File: src/rtl/retro_vending_multi.sv
// retro_vending_multi -- multi-product coin vending controller.
//
// Takes nickel/dime/quarter pulses into a credit register, vends one of
// NUM_ITEMS products at per-item prices with per-item stock counters, then
// pays change back one coin per cycle, largest coin first.
//
// Ports:
//   clk, reset                  clock (rising edge), synchronous active-high reset
//   coin_5/coin_10/coin_25      coin pulses, one coin per high cycle
//   select, item_sel            purchase request and product index
//   cancel                      refund request
//   dispense, item_out          one-cycle vend pulse and vended product index
//   change_5/change_10/change_25  one-cycle change-coin pulses (at most one high)
//   coin_reject                 previous cycle's coins were refused
//   deny                        previous cycle's select was refused
//   credit                      current credit (registered)
//   sold_out                    bit i set when product i has no stock
//   busy                        high while vending or paying change
module retro_vending_multi #(
  parameter int unsigned                   NUM_ITEMS  = 4,
  parameter int unsigned                   CREDIT_W   = 8,
  parameter logic [NUM_ITEMS*CREDIT_W-1:0] PRICES     = {8'd75, 8'd50, 8'd35, 8'd25},
  parameter int unsigned                   MAX_CREDIT = 200,
  parameter int unsigned                   STOCK_W    = 4,
  parameter int unsigned                   STOCK_INIT = 3,
  localparam int unsigned                  IDX_W      = (NUM_ITEMS > 1) ? $clog2(NUM_ITEMS) : 1
) (
  input  logic                 clk,
  input  logic                 reset,
  input  logic                 coin_5,
  input  logic                 coin_10,
  input  logic                 coin_25,
  input  logic                 select,
  input  logic [IDX_W-1:0]     item_sel,
  input  logic                 cancel,
  output logic                 dispense,
  output logic [IDX_W-1:0]     item_out,
  output logic                 change_5,
  output logic                 change_10,
  output logic                 change_25,
  output logic                 coin_reject,
  output logic                 deny,
  output logic [CREDIT_W-1:0]  credit,
  output logic [NUM_ITEMS-1:0] sold_out,
  output logic                 busy
);

  localparam int unsigned SUM_W = CREDIT_W + 1;
  localparam logic [SUM_W-1:0]    MAX_C     = SUM_W'(MAX_CREDIT);
  localparam logic [CREDIT_W-1:0] Q25       = CREDIT_W'(25);
  localparam logic [CREDIT_W-1:0] D10       = CREDIT_W'(10);
  localparam logic [CREDIT_W-1:0] N5        = CREDIT_W'(5);
  localparam logic [STOCK_W-1:0]  STOCK_RST = STOCK_W'(STOCK_INIT);

  localparam logic [1:0] S_IDLE   = 2'd0;
  localparam logic [1:0] S_CREDIT = 2'd1;
  localparam logic [1:0] S_VEND   = 2'd2;
  localparam logic [1:0] S_CHANGE = 2'd3;

  logic [1:0]          state_q, state_d;
  logic [CREDIT_W-1:0] credit_q, credit_d;
  logic [IDX_W-1:0]    item_q, item_d;
  logic [STOCK_W-1:0]  stock_q [NUM_ITEMS];
  logic [STOCK_W-1:0]  stock_d [NUM_ITEMS];
  logic                coin_reject_q, coin_reject_d;
  logic                deny_q, deny_d;

  logic [SUM_W-1:0]    coin_sum;
  logic [SUM_W-1:0]    credit_sum;
  logic                coins_in;
  logic                sel_ok;
  logic [CREDIT_W-1:0] vend_price;
  logic [CREDIT_W-1:0] chg_amt;

  always_comb begin
    coin_sum   = (coin_5  ? SUM_W'(5)  : '0)
               + (coin_10 ? SUM_W'(10) : '0)
               + (coin_25 ? SUM_W'(25) : '0);
    credit_sum = {1'b0, credit_q} + coin_sum;
    coins_in   = coin_5 | coin_10 | coin_25;
    sel_ok     = 1'b0;
    vend_price = '0;
    // Index decode by equality so an out-of-range item_sel simply never matches.
    for (int unsigned i = 0; i < NUM_ITEMS; i++) begin
      if (item_sel == IDX_W'(i))
        sel_ok = (stock_q[i] != '0) && (credit_q >= PRICES[i*CREDIT_W +: CREDIT_W]);
      if (item_q == IDX_W'(i))
        vend_price = PRICES[i*CREDIT_W +: CREDIT_W];
    end
    if (credit_q >= Q25)      chg_amt = Q25;
    else if (credit_q >= D10) chg_amt = D10;
    else if (credit_q >= N5)  chg_amt = N5;
    else                      chg_amt = '0;
  end

  always_comb begin
    state_d       = state_q;
    credit_d      = credit_q;
    item_d        = item_q;
    stock_d       = stock_q;
    coin_reject_d = 1'b0;
    deny_d        = 1'b0;
    case (state_q)
      S_IDLE, S_CREDIT: begin
        if (cancel) begin
          coin_reject_d = coins_in;
          if (credit_q != '0) state_d = S_CHANGE;
        end else begin
          if (coins_in) begin
            if (credit_sum <= MAX_C) credit_d = credit_sum[CREDIT_W-1:0];
            else                     coin_reject_d = 1'b1;
          end
          if (select && sel_ok) begin
            item_d  = item_sel;
            state_d = S_VEND;
          end else begin
            deny_d  = select;
            state_d = (credit_d != '0) ? S_CREDIT : S_IDLE;
          end
        end
      end
      S_VEND: begin
        coin_reject_d = coins_in;
        credit_d      = credit_q - vend_price;
        for (int unsigned i = 0; i < NUM_ITEMS; i++) begin
          if (item_q == IDX_W'(i) && stock_q[i] != '0)
            stock_d[i] = stock_q[i] - STOCK_W'(1);
        end
        state_d = (credit_d != '0) ? S_CHANGE : S_IDLE;
      end
      default: begin
        coin_reject_d = coins_in;
        credit_d      = credit_q - chg_amt;
        // A residue below 5 cannot occur; dropping it keeps CHANGE from stalling.
        if (credit_d == '0 || chg_amt == '0) begin
          credit_d = '0;
          state_d  = S_IDLE;
        end
      end
    endcase
  end

  always_ff @(posedge clk) begin
    if (reset) begin
      state_q       <= S_IDLE;
      credit_q      <= '0;
      item_q        <= '0;
      coin_reject_q <= 1'b0;
      deny_q        <= 1'b0;
      for (int unsigned i = 0; i < NUM_ITEMS; i++) stock_q[i] <= STOCK_RST;
    end else begin
      state_q       <= state_d;
      credit_q      <= credit_d;
      item_q        <= item_d;
      coin_reject_q <= coin_reject_d;
      deny_q        <= deny_d;
      stock_q       <= stock_d;
    end
  end

  always_comb begin
    for (int unsigned i = 0; i < NUM_ITEMS; i++) sold_out[i] = (stock_q[i] == '0);
  end

  assign dispense    = (state_q == S_VEND);
  assign item_out    = dispense ? item_q : '0;
  assign change_25   = (state_q == S_CHANGE) && (chg_amt == Q25);
  assign change_10   = (state_q == S_CHANGE) && (chg_amt == D10);
  assign change_5    = (state_q == S_CHANGE) && (chg_amt == N5);
  assign coin_reject = coin_reject_q;
  assign deny        = deny_q;
  assign credit      = credit_q;
  assign busy        = (state_q == S_VEND) || (state_q == S_CHANGE);

endmodule

File: config.mk
export PLATFORM = sky130hd
export DESIGN_NAME = retro_vending_multi
export DESIGN_NICKNAME = d
export VERILOG_FILES = /design/src/rtl/retro_vending_multi.sv
export SDC_FILE = /design/constraint.sdc
export NUM_CORES = 1
export LEC_CHECK = 0
export ABC_AREA = 1
export BUFFER_PORTS_ARGS = -buffer_cell sky130_fd_sc_hd__buf_2
export CAP_MARGIN = 20
export CORE_MARGIN = 5
export CORE_UTILIZATION = 45
export DETAILED_ROUTE_END_ITERATION = 6
export MAX_ROUTING_LAYER = met4
export SLEW_MARGIN = 20
export SYNTH_ARGS = -nofsm -noshare
export SYNTH_HDL_FRONTEND = slang
export SYNTH_SLANG_ARGS = --single-unit
File: constraint.sdc
create_clock -name clk -period 6.5 [get_ports clk]
set_clock_uncertainty 0.2 [all_clocks]
set_input_delay 1.625 -clock clk [delete_from_list [all_inputs] [get_ports clk]]
set_output_delay 1.625 -clock clk [all_outputs]
set_load 0.02 [all_outputs]
==> impl_results.md, run 1 <==
* GP Congestion at around 0.96
* Die ar. at approximately 0.0081 mm^2
* Synthesized Nets at around 480
* Critical path depth in cells at 21
* Detailed placement HPWL at between 6000 and 7000 um
* Combinational power share at 72.6%
* Number of synthesis warnings at 0
* PnR worst setup slack at 2.518 ns
* Overall Power at between 0.0015 and 0.002 W
* Die Y at roughly 90 um
* Switch Pwr at between 0.0009 and 0.001 W
* Antenna cell count at 0
* Worst-skew pair later-pin latency at a little under 0.3 ns
* Layout Nets at approximately 500
* Status: finished clean
* Place WS at between 2 and 2.5 ns
* Clock share of power at a little under a tenth
* CP bufs+invs at 3
* Cells along the critical path: buf_2, ha_1, ha_1, inv_1, fa_1, inv_1, nand2_1, nand2_1, nand3_2, nand2_1, nand2_1, nand2_2, nand3_4, nand3_4, nand2_1, nand2_1, nand2_1, nor2_1, nand2_1, nand2_1, a21oi_2
* Hold_buf cts at 0
* Leading area contributor after synthesis: dfxtp_1
* Most common cell after layout, fill and taps aside: nand2_1
* Core Box Area at roughly 0.0063 mm^2
* Setup TNS at 0 ns
* Vias in the first global route at 2728
* CP Data Required Time at 6.48 ns
* Residual DRC at 0
* Reg2reg start: credit[6]$_SDFFE_PP0P_
* Hold crit path type: reg -> reg
* Max Freq at ~0.25 GHz
* Crit-path most repeated cell: nand2_1
* Fin cells at around 540
* # Max-Cap Violations at 0
* Seq/Total Area, Yosys at between 20% and 30%
* Sequential share of power at 18.1%
* Setup violations, final at 0
* Slew Viols, Final at 0
* Area contributors post-synth: dfxtp_1 (21%), ha_1 (13%), nand2_1 (11%), inv_1 (9.7%), nand3_1 (8.5%)
* Max VDD drop at 0.4022 mV
* Row cnt at 29
* Fillcell total at 641
* # H-tree levels at 2
* Setup CP Type: in -> reg
* Die width at 90.16 um
* Wirelength per Cell at approximately 14 um
* Most frequent cells in the layout: nand2_1 (87), inv_1 (75), nand3_1 (49)
* Syn_area_per_cell at between 6 and 7 um^2
* Total CTS buffers at 5
* Post-CTS Setup Inserts at 0
* IO Port Bufs at 29
* Starting Density at a little under half
* Sw frac at ~55%
* Post-Syn Area at 0.002892 mm^2
* CTS tree: yes
* First-pass GRT wire length at 12980 um
* Register bit total from synthesis at 30
* Worst Path Max Fanout at 10
* Post-route minimum period at between 3 and 4 ns
* Worst setup path startpoint: coin_10
* Pleak at between 1.5 and 2 nW
* Final global-route overflow total at 0
* Worst Path Arrival at a little under 4 ns
* CTS root buf: clkbuf_8
* Fin area at about 0.0032 mm^2
* Final hold violations at 0
* Area grow syn2layout at 10.60%
* Quantity of gates resized following cts at 0
* Slew margin rel. at ~53%
* Routed WL at about 7600 um
* I/O pin cnt at 30
* ANT nets after route at 0
* Via/cell ratio at roughly 5.4
* Final Cycle Share at about three fifths
* Synth top area share at approximately 21%
* Crit path capture: state_q[0]$_SDFFE_PP0P_
* RR Endpoint: credit[3]$_SDFFE_PP0P_
* Clock-pin slew on the worst setup and hold paths at 0.07 ns
* CP max stage delay at roughly 0.43 ns
* CP startpoint kind: primary input
* Worst Tran Pin Value at between 0.6 and 0.7 ns
* Placed Cells at between 500 and 600
* Pwr/cell area at roughly 540 mW/mm^2
* CTS Sinks at 30
* CP Capture Type: register
* Placement Cell Area at 0.003103 mm^2
* All-Layer GR Usage at around a fifth
* Reg2reg path depth at 20
* Fraction of layout cells with a size suffix above 1 at between 10% and 20%
* Largest net degree at the start of global routing at 21
* Cells after Synth at 436
* Internal at 0.0007628 W
* Routed vias at 2917
* Count of cell types in the netlist at between 40 and 50
* TritonRoute pass-1 iters at 5
* Reg2Reg Setup Slack at 2.67 ns
* Antenna violations before repair at 0
* Unrepaired setup endpoints after global routing: false
* Max Buffers Root-to-Sink at 2
* Slowest-stage cell, CP: fa_1
* DRT iter0 DRCs at between 200 and 250
* Largest delay share family, worst path: simple AND/OR/NAND/NOR gates
-- state kept, by name, summed over array words and instances (netlist names) --
| register | flops |
|---|---|
| stock_q | 16 |
| credit | 8 |
| item_q | 2 |
| state_q | 2 |
| coin_reject | 1 |
| deny | 1 |
-- stage by stage --
| stage | hold WS (ns) | util (%) |
|---|---|---|
| finish | 0.2651 | 50.65 |
| global route | 0.2905 | 50.65 |
| CTS | 0.2697 | 50.65 |
| detailed placement | 0.2498 | 49.15 |
| global placement | 0.2525 | 49.15 |
| floorplan | 0.2289 | - |
-- cell families (layout without fill, tap and decap cells) --
| kind of cell | after synthesis | after routing | share of synthesized area, % |
|---|---|---|---|
| XOR/XNOR | 8 | 8 | 2.683 |
| AND/OR/NAND/NOR | 217 | 217 | 36.61 |
| AO/OA/AOI/OAI | 60 | 60 | 12.51 |
| adder cells (fa/ha/maj) | 34 | 34 | 16.01 |
| buffers and inverters | 87 | 117 | 11.42 |
| flip-flops | 30 | 30 | 20.77 |
-- tightest hold or removal path, delay by kind of cell (launching register included) --
family / cells / cell delay [ns]
DFF: 1 / 0.33
and+or+nand+nor: 2 / 0.11
-- cell usage after synthesis, drive strengths merged --
cell type / count
a31oi: 3
and2: 1
a41oi: 3
dfxtp: 30
nor2: 32
or2: 4
a41o: 1
xor2: 4
nand2: 92
o2111ai: 3
nand3b: 3
fa: 5
and3: 1
xnor2: 4
nor4: 3
o21ai: 18
nand4: 14
nor3: 9
a21oi: 26
inv: 79
o211ai: 1
nand3: 54
buf: 2
nor3b: 4
ha: 29
o31ai: 5
clkbuf: 5
clkinv: 1
-- layout make-up --
class	instances	area [um^2]	share of cell area [%]
tap	77	96.34	3.013
clock buffer	6	82.58	2.582
multi-input combinational	319	1961	61.31
timing repair buffer	29	145.1	4.538
clock inverter	2	12.51	0.3912
sequential	30	600.6	18.78
inverter	80	300.3	9.390
-- worst min-delay path by stage --
stage | startpoint | end | slack, ns | cells after the start
floorplan | stock_q[0]$_SDFFE_PP1P_ | stock_q[0]$_SDFFE_PP1P_ | 0.23 | 2
global placement | stock_q[15]$_SDFFE_PP0P_ | stock_q[15]$_SDFFE_PP0P_ | 0.25 | 2
detailed placement | stock_q[0]$_SDFFE_PP1P_ | stock_q[0]$_SDFFE_PP1P_ | 0.25 | 2
CTS | stock_q[0]$_SDFFE_PP1P_ | stock_q[0]$_SDFFE_PP1P_ | 0.27 | 2
global route | stock_q[0]$_SDFFE_PP1P_ | stock_q[0]$_SDFFE_PP1P_ | 0.29 | 2
finish | stock_q[0]$_SDFFE_PP1P_ | stock_q[0]$_SDFFE_PP1P_ | 0.27 | 2
-- layer usage --
metal	global-route usage (%)	share of wire [%]	up-vias
met3	4.174	5.8	15
li1	-	-	1507
met4	4.839	2.0	0
met2	29.02	43	81
met5	-	0	-
met1	27.14	49	1314
-- power by group through the flow --
stage,combinational (W),sequential (W),clock [W]
after global placement,0.00123,0.000312,0
after CTS,0.00124,0.000310,0.000165
final,0.00124,0.000310,0.000159
after detailed placement,0.00123,0.000315,0
after floorplan,0.000949,0.000304,0
after global routing,0.00140,0.000318,0.000172
Note: power is estimated with default switching activity, not from simulation.
==> run 2, diff against run 1 <==
--- a/config.mk
+++ b/config.mk
@@ -12,6 +12,7 @@
 export CORE_UTILIZATION = 45
 export DETAILED_ROUTE_END_ITERATION = 6
 export MAX_ROUTING_LAYER = met4
+export PLACE_DENSITY = 0.66
 export SLEW_MARGIN = 20
 export SYNTH_ARGS = -nofsm -noshare
 export SYNTH_HDL_FRONTEND = slang
==> constraint.sdc (replaced) <==
create_clock -name clk -period 3.5 [get_ports clk]
set_clock_uncertainty 0.2 [all_clocks]
set_input_delay 0.875 -clock clk [delete_from_list [all_inputs] [get_ports clk]]
set_output_delay 0.875 -clock clk [all_outputs]
set_load 0.02 [all_outputs]
==> impl_results.md, run 2 (synthesized netlist as in run 1, its figures left out) <==
* Status: finished clean
* Max VDD drop at 0.4834 mV (+20%)
* Quantity of gates resized following cts at 0 (unchanged)
* Post-CTS Setup Inserts at 0 (unchanged)
* First-pass GRT wire length at 13200 um (+1.7%)
* Placed Cells at 549 (+2.6%)
* Post-route minimum period at 3.264 ns
* Slew margin rel. at 55.39% (+1.9 points)
* Die width at 90.16 um (unchanged)
* CP Capture Type: register
* Antenna violations before repair at 0 (unchanged)
* Most common cell after layout, fill and taps aside: nand2_1
* Die ar. at 0.008129 mm^2 (unchanged)
* PnR worst setup slack at 0.2364 ns (-2.282 ns)
* Layout Nets at 522 (+2.8%)
* Place WS at -0.008678 ns (-2.227 ns)
* IO Port Bufs at 29 (unchanged)
* Die Y at 90.16 um (unchanged)
* Worst Tran Pin Value at 0.6684 ns (-0.02421 ns)
* Detailed placement HPWL at 6423 um (+5.5%)
* Setup violations, final at 0 (unchanged)
* ANT nets after route at 0 (unchanged)
* Worst Path Max Fanout at 6 (-4)
* Via/cell ratio at 5.359 (-0.24%)
* Wirelength per Cell at 14.14 um (+0.93%)
* DRT iter0 DRCs at 189 (-19%)
* Routed vias at 2985 (+2.3%)
* CP Data Required Time at 3.46 ns (-3.02 ns)
* CTS root buf: clkbuf_8
* Max Buffers Root-to-Sink at 2 (unchanged)
* Worst Path Arrival at 3.22 ns (-0.74 ns)
* Row cnt at 29 (unchanged)
* Reg2reg path depth at 21 (+5.0%)
* Hold_buf cts at 0 (unchanged)
* I/O pin cnt at 30 (unchanged)
* Total CTS buffers at 5 (unchanged)
* Final hold violations at 0 (unchanged)
* # Max-Cap Violations at 0 (unchanged)
* Core Box Area at 0.006314 mm^2 (unchanged)
* TritonRoute pass-1 iters at 5 (unchanged)
* Max Freq at between 0.3 and 0.4 GHz
* Residual DRC at 0 (unchanged)
* Slew Viols, Final at 0 (unchanged)
* WHS Path Cells at 2 (unchanged)
* All-Layer GR Usage at 19.87% (+0.29 points)
* Area grow syn2layout at 14.84%
* Most frequent cells in the layout: nand2_1 (87), inv_1 (75), nand3_1 (49)
* Met2 Wirelength at 3661 um (+12%)
* Starting Density at 45.80% (unchanged)
* CP startpoint kind: register
* Largest register FFs at 16 (unchanged)
* GP Congestion at 0.9434 (-1.3%)
* Hold crit path type: reg -> reg
* CTS Sinks at 30 (unchanged)
* Worst-skew pair later-pin latency at 0.28 ns (about the same)
* Routed WL at 7878 um (+3.5%)
* Final global-route overflow total at 0 (unchanged)
* Largest Register: stock_q
* CTS tree: yes
* Vias in the first global route at 2766 (+1.4%)
* Pwr/cell area at 1012 mW/mm^2 (+89%)
* Setup CP Type: reg -> reg
* Fin cells at 557 (+2.6%)
* Antenna cell count at 0 (unchanged)
* # H-tree levels at 2 (unchanged)
* Top layer in use: met4
* Wl on met1 at 3817 um (+2.1%)
* Routed met3 length at 340 um (-23%)
* Fillcell total at 690 (+7.6%)
* Fraction of layout cells with a size suffix above 1 at 16.46% (+3.6 points)
* Final Cycle Share at between 90% and 100%
* Largest net degree at the start of global routing at 21 (unchanged)
* Pleak at 1.775 nW (+4.4%)
* Clock-pin slew on the worst setup and hold paths at 0.07 ns (about the same)
run 2: through the flow:
step	TNS, ns	util (%)	hold slack, ns	power [W]	area, um^2
after floorplan	0	-	0.2289	0.002328	2892
after global placement	0	50.81	0.2420	0.002965	3208
after detailed placement	-0.008678	50.81	0.2575	0.002995	3208
after CTS	0	52.26	0.2749	0.003293	3299
after global routing	-0.005715	52.60	0.3115	0.003709	3321
final	0	52.60	0.2759	0.003359	3321
run 2: cell type report:
| type | count | area (um^2) | area share [%] |
|---|---|---|---|
| Sequential cell | 30 | 601.8 | 18.12 |
| Inverter | 80 | 300.3 | 9.043 |
| Clock buffer | 7 | 86.33 | 2.600 |
| Multi-Input combinational cell | 319 | 1981 | 59.65 |
| Tap cell | 77 | 96.34 | 2.901 |
| Timing Repair Buffer | 43 | 250.2 | 7.536 |
| Clock inverter | 1 | 5.005 | 0.1507 |
run 2: worst paths after layout:
path	startpoint	to	slack [ns]
worst max register to register	credit[6]$_SDFFE_PP0P_	state_q[0]$_SDFFE_PP0P_	0.24
worst min-delay path	stock_q[4]$_SDFFE_PP1P_	stock_q[4]$_SDFFE_PP1P_	0.28
worst max-delay path	credit[6]$_SDFFE_PP0P_	state_q[0]$_SDFFE_PP0P_	0.24
worst min register to register	stock_q[4]$_SDFFE_PP1P_	stock_q[4]$_SDFFE_PP1P_	0.28
run 2: metal layers:
metal	track usage [%]	up-vias
met5	-	-
met4	3.722	0
met3	3.422	8
met2	31.83	75
met1	26.57	1366
li1	-	1536
run 2: where the power goes:
part	internal (W)	total, W	switching (W)
logic	0.000982	0.00257	0.00159
clock network	0.000158	0.000289	0.000131
registers	0.000413	0.000497	0.0000842
run 2: critical path, cell delays in order, from the launching register on:
cell      delay [ns]
dfxtp_1         0.32
nor2_2          0.14
nand2_1         0.11
nor2_2          0.13
inv_1           0.08
a21oi_2         0.15
nand2_1         0.09
nand2_1         0.07
ha_1            0.14
inv_1           0.07
fa_1            0.39
nand3_1         0.09
nand2_1         0.10
nand2_1         0.07
nand2_1         0.06
xor2_1          0.15
nor2_1          0.12
nand3_2         0.16
nand3b_1        0.14
nand2_1         0.10
a21oi_2         0.17
a21oi_2         0.07
==> run 3, diff against run 2 <==
--- a/config.mk
+++ b/config.mk
@@ -13,6 +13,7 @@
 export DETAILED_ROUTE_END_ITERATION = 6
 export MAX_ROUTING_LAYER = met4
 export PLACE_DENSITY = 0.66
+export RECOVER_POWER = 25
 export SLEW_MARGIN = 20
 export SYNTH_ARGS = -nofsm -noshare
 export SYNTH_HDL_FRONTEND = slang
==> impl_results.md, run 3 (synthesized netlist as in run 1, its figures left out) <==
* CP Capture Type: register
* ANT nets after route at 0 (unchanged)
* Worst-skew pair later-pin latency at 0.28 ns (about the same)
* Fin cells at 557 (unchanged)
* CTS Sinks at 30 (unchanged)
* Placed Cells at 549 (unchanged)
* Detailed placement HPWL at 6423 um (unchanged)
* First-pass GRT wire length at 13200 um (unchanged)
* Antenna violations before repair at 0 (unchanged)
* Slew Viols, Final at 0 (unchanged)
* Setup CP Type: reg -> reg
* Total CTS buffers at 5 (unchanged)
* Row cnt at 29 (unchanged)
* Final hold violations at 0 (unchanged)
* DRT iter0 DRCs at 198 (+4.8%)
* # H-tree levels at 2 (unchanged)
* Fraction of layout cells with a size suffix above 1 at 15.83% (-0.63 points)
* Largest net degree at the start of global routing at 21 (unchanged)
* GP Congestion at 0.9434 (unchanged)
* Area of the multi-input gates at 0.001981 mm^2 (unchanged)
* Max Buffers Root-to-Sink at 2 (unchanged)
* Die Y at 90.16 um (unchanged)
* Via/cell ratio at 5.368 (+0.17%)
* Switch Pwr at 0.001808 W (+0.16%)
* Slew margin rel. at 56.69% (+1.3 points)
* Layout Nets at 522 (unchanged)
* Clock share of power at 8.6% (about the same)
* Die ar. at 0.008129 mm^2 (unchanged)
* Worst Path Arrival at 3.22 ns (about the same)
* Pwr/cell area at 1013 mW/mm^2 (+0.14%)
* Slowest-stage cell, CP: fa_1
* Worst Path Max Fanout at 6 (unchanged)
* Die width at 90.16 um (unchanged)
* Most common cell after layout, fill and taps aside: nand2_1
* Pleak at 1.764 nW (-0.64%)
* Final global-route overflow total at 0 (unchanged)
* Worst Tran Pin Value at 0.6447 ns (-0.02370 ns)
* Wirelength per Cell at 14.19 um (+0.32%)
* Internal at 0.001552 W (-0.13%)
* Clock-pin slew on the worst setup and hold paths at 0.07 ns (about the same)
* Final Cycle Share at 93.34% (about the same)
* CTS root buf: clkbuf_8
* CP startpoint kind: register
* Sequential share of power at 14.8% (about the same)
* Max VDD drop at 0.4832 mV (about the same)
* CP max stage delay at 0.39 ns (about the same)
* Fillcell total at 690 (unchanged)
* IO Port Bufs at 29 (unchanged)
* Sw frac at 53.81% (+0.072 points)
* Starting Density at 45.80% (unchanged)
* Setup violations, final at 0 (unchanged)
* Crit-path most repeated cell: nand2_1
* Largest Register: stock_q
* All-Layer GR Usage at 19.87% (unchanged)
* Reg area at 601.8 um^2 (unchanged)
* PnR worst setup slack at 0.2332 ns (-0.003201 ns)
* CTS tree: yes
* Largest register FFs at 16 (unchanged)
* Antenna cell count at 0 (unchanged)
* Combinational power share at 76.6% (about the same)
* I/O pin cnt at 30 (unchanged)
* Residual DRC at 0 (unchanged)
* Post-route minimum period at 3.267 ns (+0.003201 ns)
* Max Freq at 0.3061 GHz (about the same)
* Routed WL at 7903 um (+0.32%)
* Core Box Area at 0.006314 mm^2 (unchanged)
* Vias in the first global route at 2766 (unchanged)
* Hold crit path type: reg -> reg
* Status: finished clean
* Most frequent cells in the layout: nand2_1 (87), inv_1 (75), nand3_1 (49)
* TritonRoute pass-1 iters at 4 (-1)
* # Max-Cap Violations at 0 (unchanged)
* Cells along the critical path: nor2_2, nand2_1, nor2_2, inv_1, a21oi_2, nand2_1, nand2_1, ha_1, inv_1, fa_1, nand3_1, nand2_1, nand2_1, nand2_1, xor2_1, nor2_1, nand3_2, nand3b_1, nand2_1, a21oi_2, a21oi_2
* Routed vias at 2990 (+0.17%)
* CP Data Required Time at 3.46 ns (about the same)
* Area grow syn2layout at 14.71%
* Place WS at -0.008678 ns (unchanged)
## run 3: worst paths after layout
kind                                                 to  slack, ns  cells after the start               startpoint
worst max register to register  state_q[0]$_SDFFE_PP0P_       0.23                     21   credit[6]$_SDFFE_PP0P_
worst min-delay path            stock_q[4]$_SDFFE_PP1P_       0.28                      2  stock_q[4]$_SDFFE_PP1P_
worst max-delay path            state_q[0]$_SDFFE_PP0P_       0.23                     21   credit[6]$_SDFFE_PP0P_
worst min register to register  stock_q[4]$_SDFFE_PP1P_       0.28                      2  stock_q[4]$_SDFFE_PP1P_
## run 3: repair_timing
item	in CTS	in global routing
buffers inserted	0	0
setup endpoints to repair	0	6
gates resized for setup	0	6
hold buffers	0	0
## run 3: critical path: cells and delay by family (launching register included)
| family | cells | cell delay (ns) |
|---|---|---|
| AND/OR/NAND/NOR | 13 | 1.38 |
| adder cells (fa/ha/maj) | 2 | 0.53 |
| AO/OA/AOI/OAI | 3 | 0.39 |
| flip-flops | 1 | 0.32 |
| buffers and inverters | 2 | 0.15 |
| XOR/XNOR | 1 | 0.15 |
## run 3: stage by stage
| stage | cell area [um^2] | setup TNS, ns | utilization [%] | power [W] | hold slack [ns] |
|---|---|---|---|---|---|
| after floorplan | 2892 | 0 | - | 0.002328 | 0.2289 |
| final | 3317 | 0 | 52.54 | 0.003360 | 0.2760 |
| after CTS | 3299 | 0 | 52.26 | 0.003293 | 0.2749 |
| after global routing | 3317 | -0.005715 | 52.54 | 0.003707 | 0.3115 |
| after detailed placement | 3208 | -0.008678 | 50.81 | 0.002995 | 0.2575 |
| after global placement | 3208 | 0 | 50.81 | 0.002965 | 0.2420 |
## run 3: final cells by class
class	instances	share of cell area, %
inverters	80	9.053
repair buffers	43	7.431
well taps	77	2.905
clock inverters	1	0.1509
clock buffers	7	2.603
multi-input cells	319	59.71
flip-flops and latches	30	18.14
## run 3: power groups by stage
| stage | registers [W] | clock network [W] | logic [W] |
|---|---|---|---|
| 2_1_floorplan | 0.000565 | 0 | 0.00176 |
| 3_3_place_gp | 0.000499 | 0 | 0.00247 |
| 3_5_place_dp | 0.000497 | 0 | 0.00250 |
| 4_1_cts | 0.000490 | 0.000294 | 0.00251 |
| 5_1_grt | 0.000506 | 0.000312 | 0.00289 |
| 6_report | 0.000498 | 0.000290 | 0.00257 |
## run 3: routing by layer
| layer | GRT usage, % | up-vias | share of wire (%) |
|---|---|---|---|
| met2 | 31.83 | 82 | 47 |
| met5 | - | - | 0 |
| met4 | 3.722 | 0 | 0.75 |
| met1 | 26.57 | 1361 | 48 |
| met3 | 3.422 | 8 | 4.8 |
| li1 | - | 1539 | - |
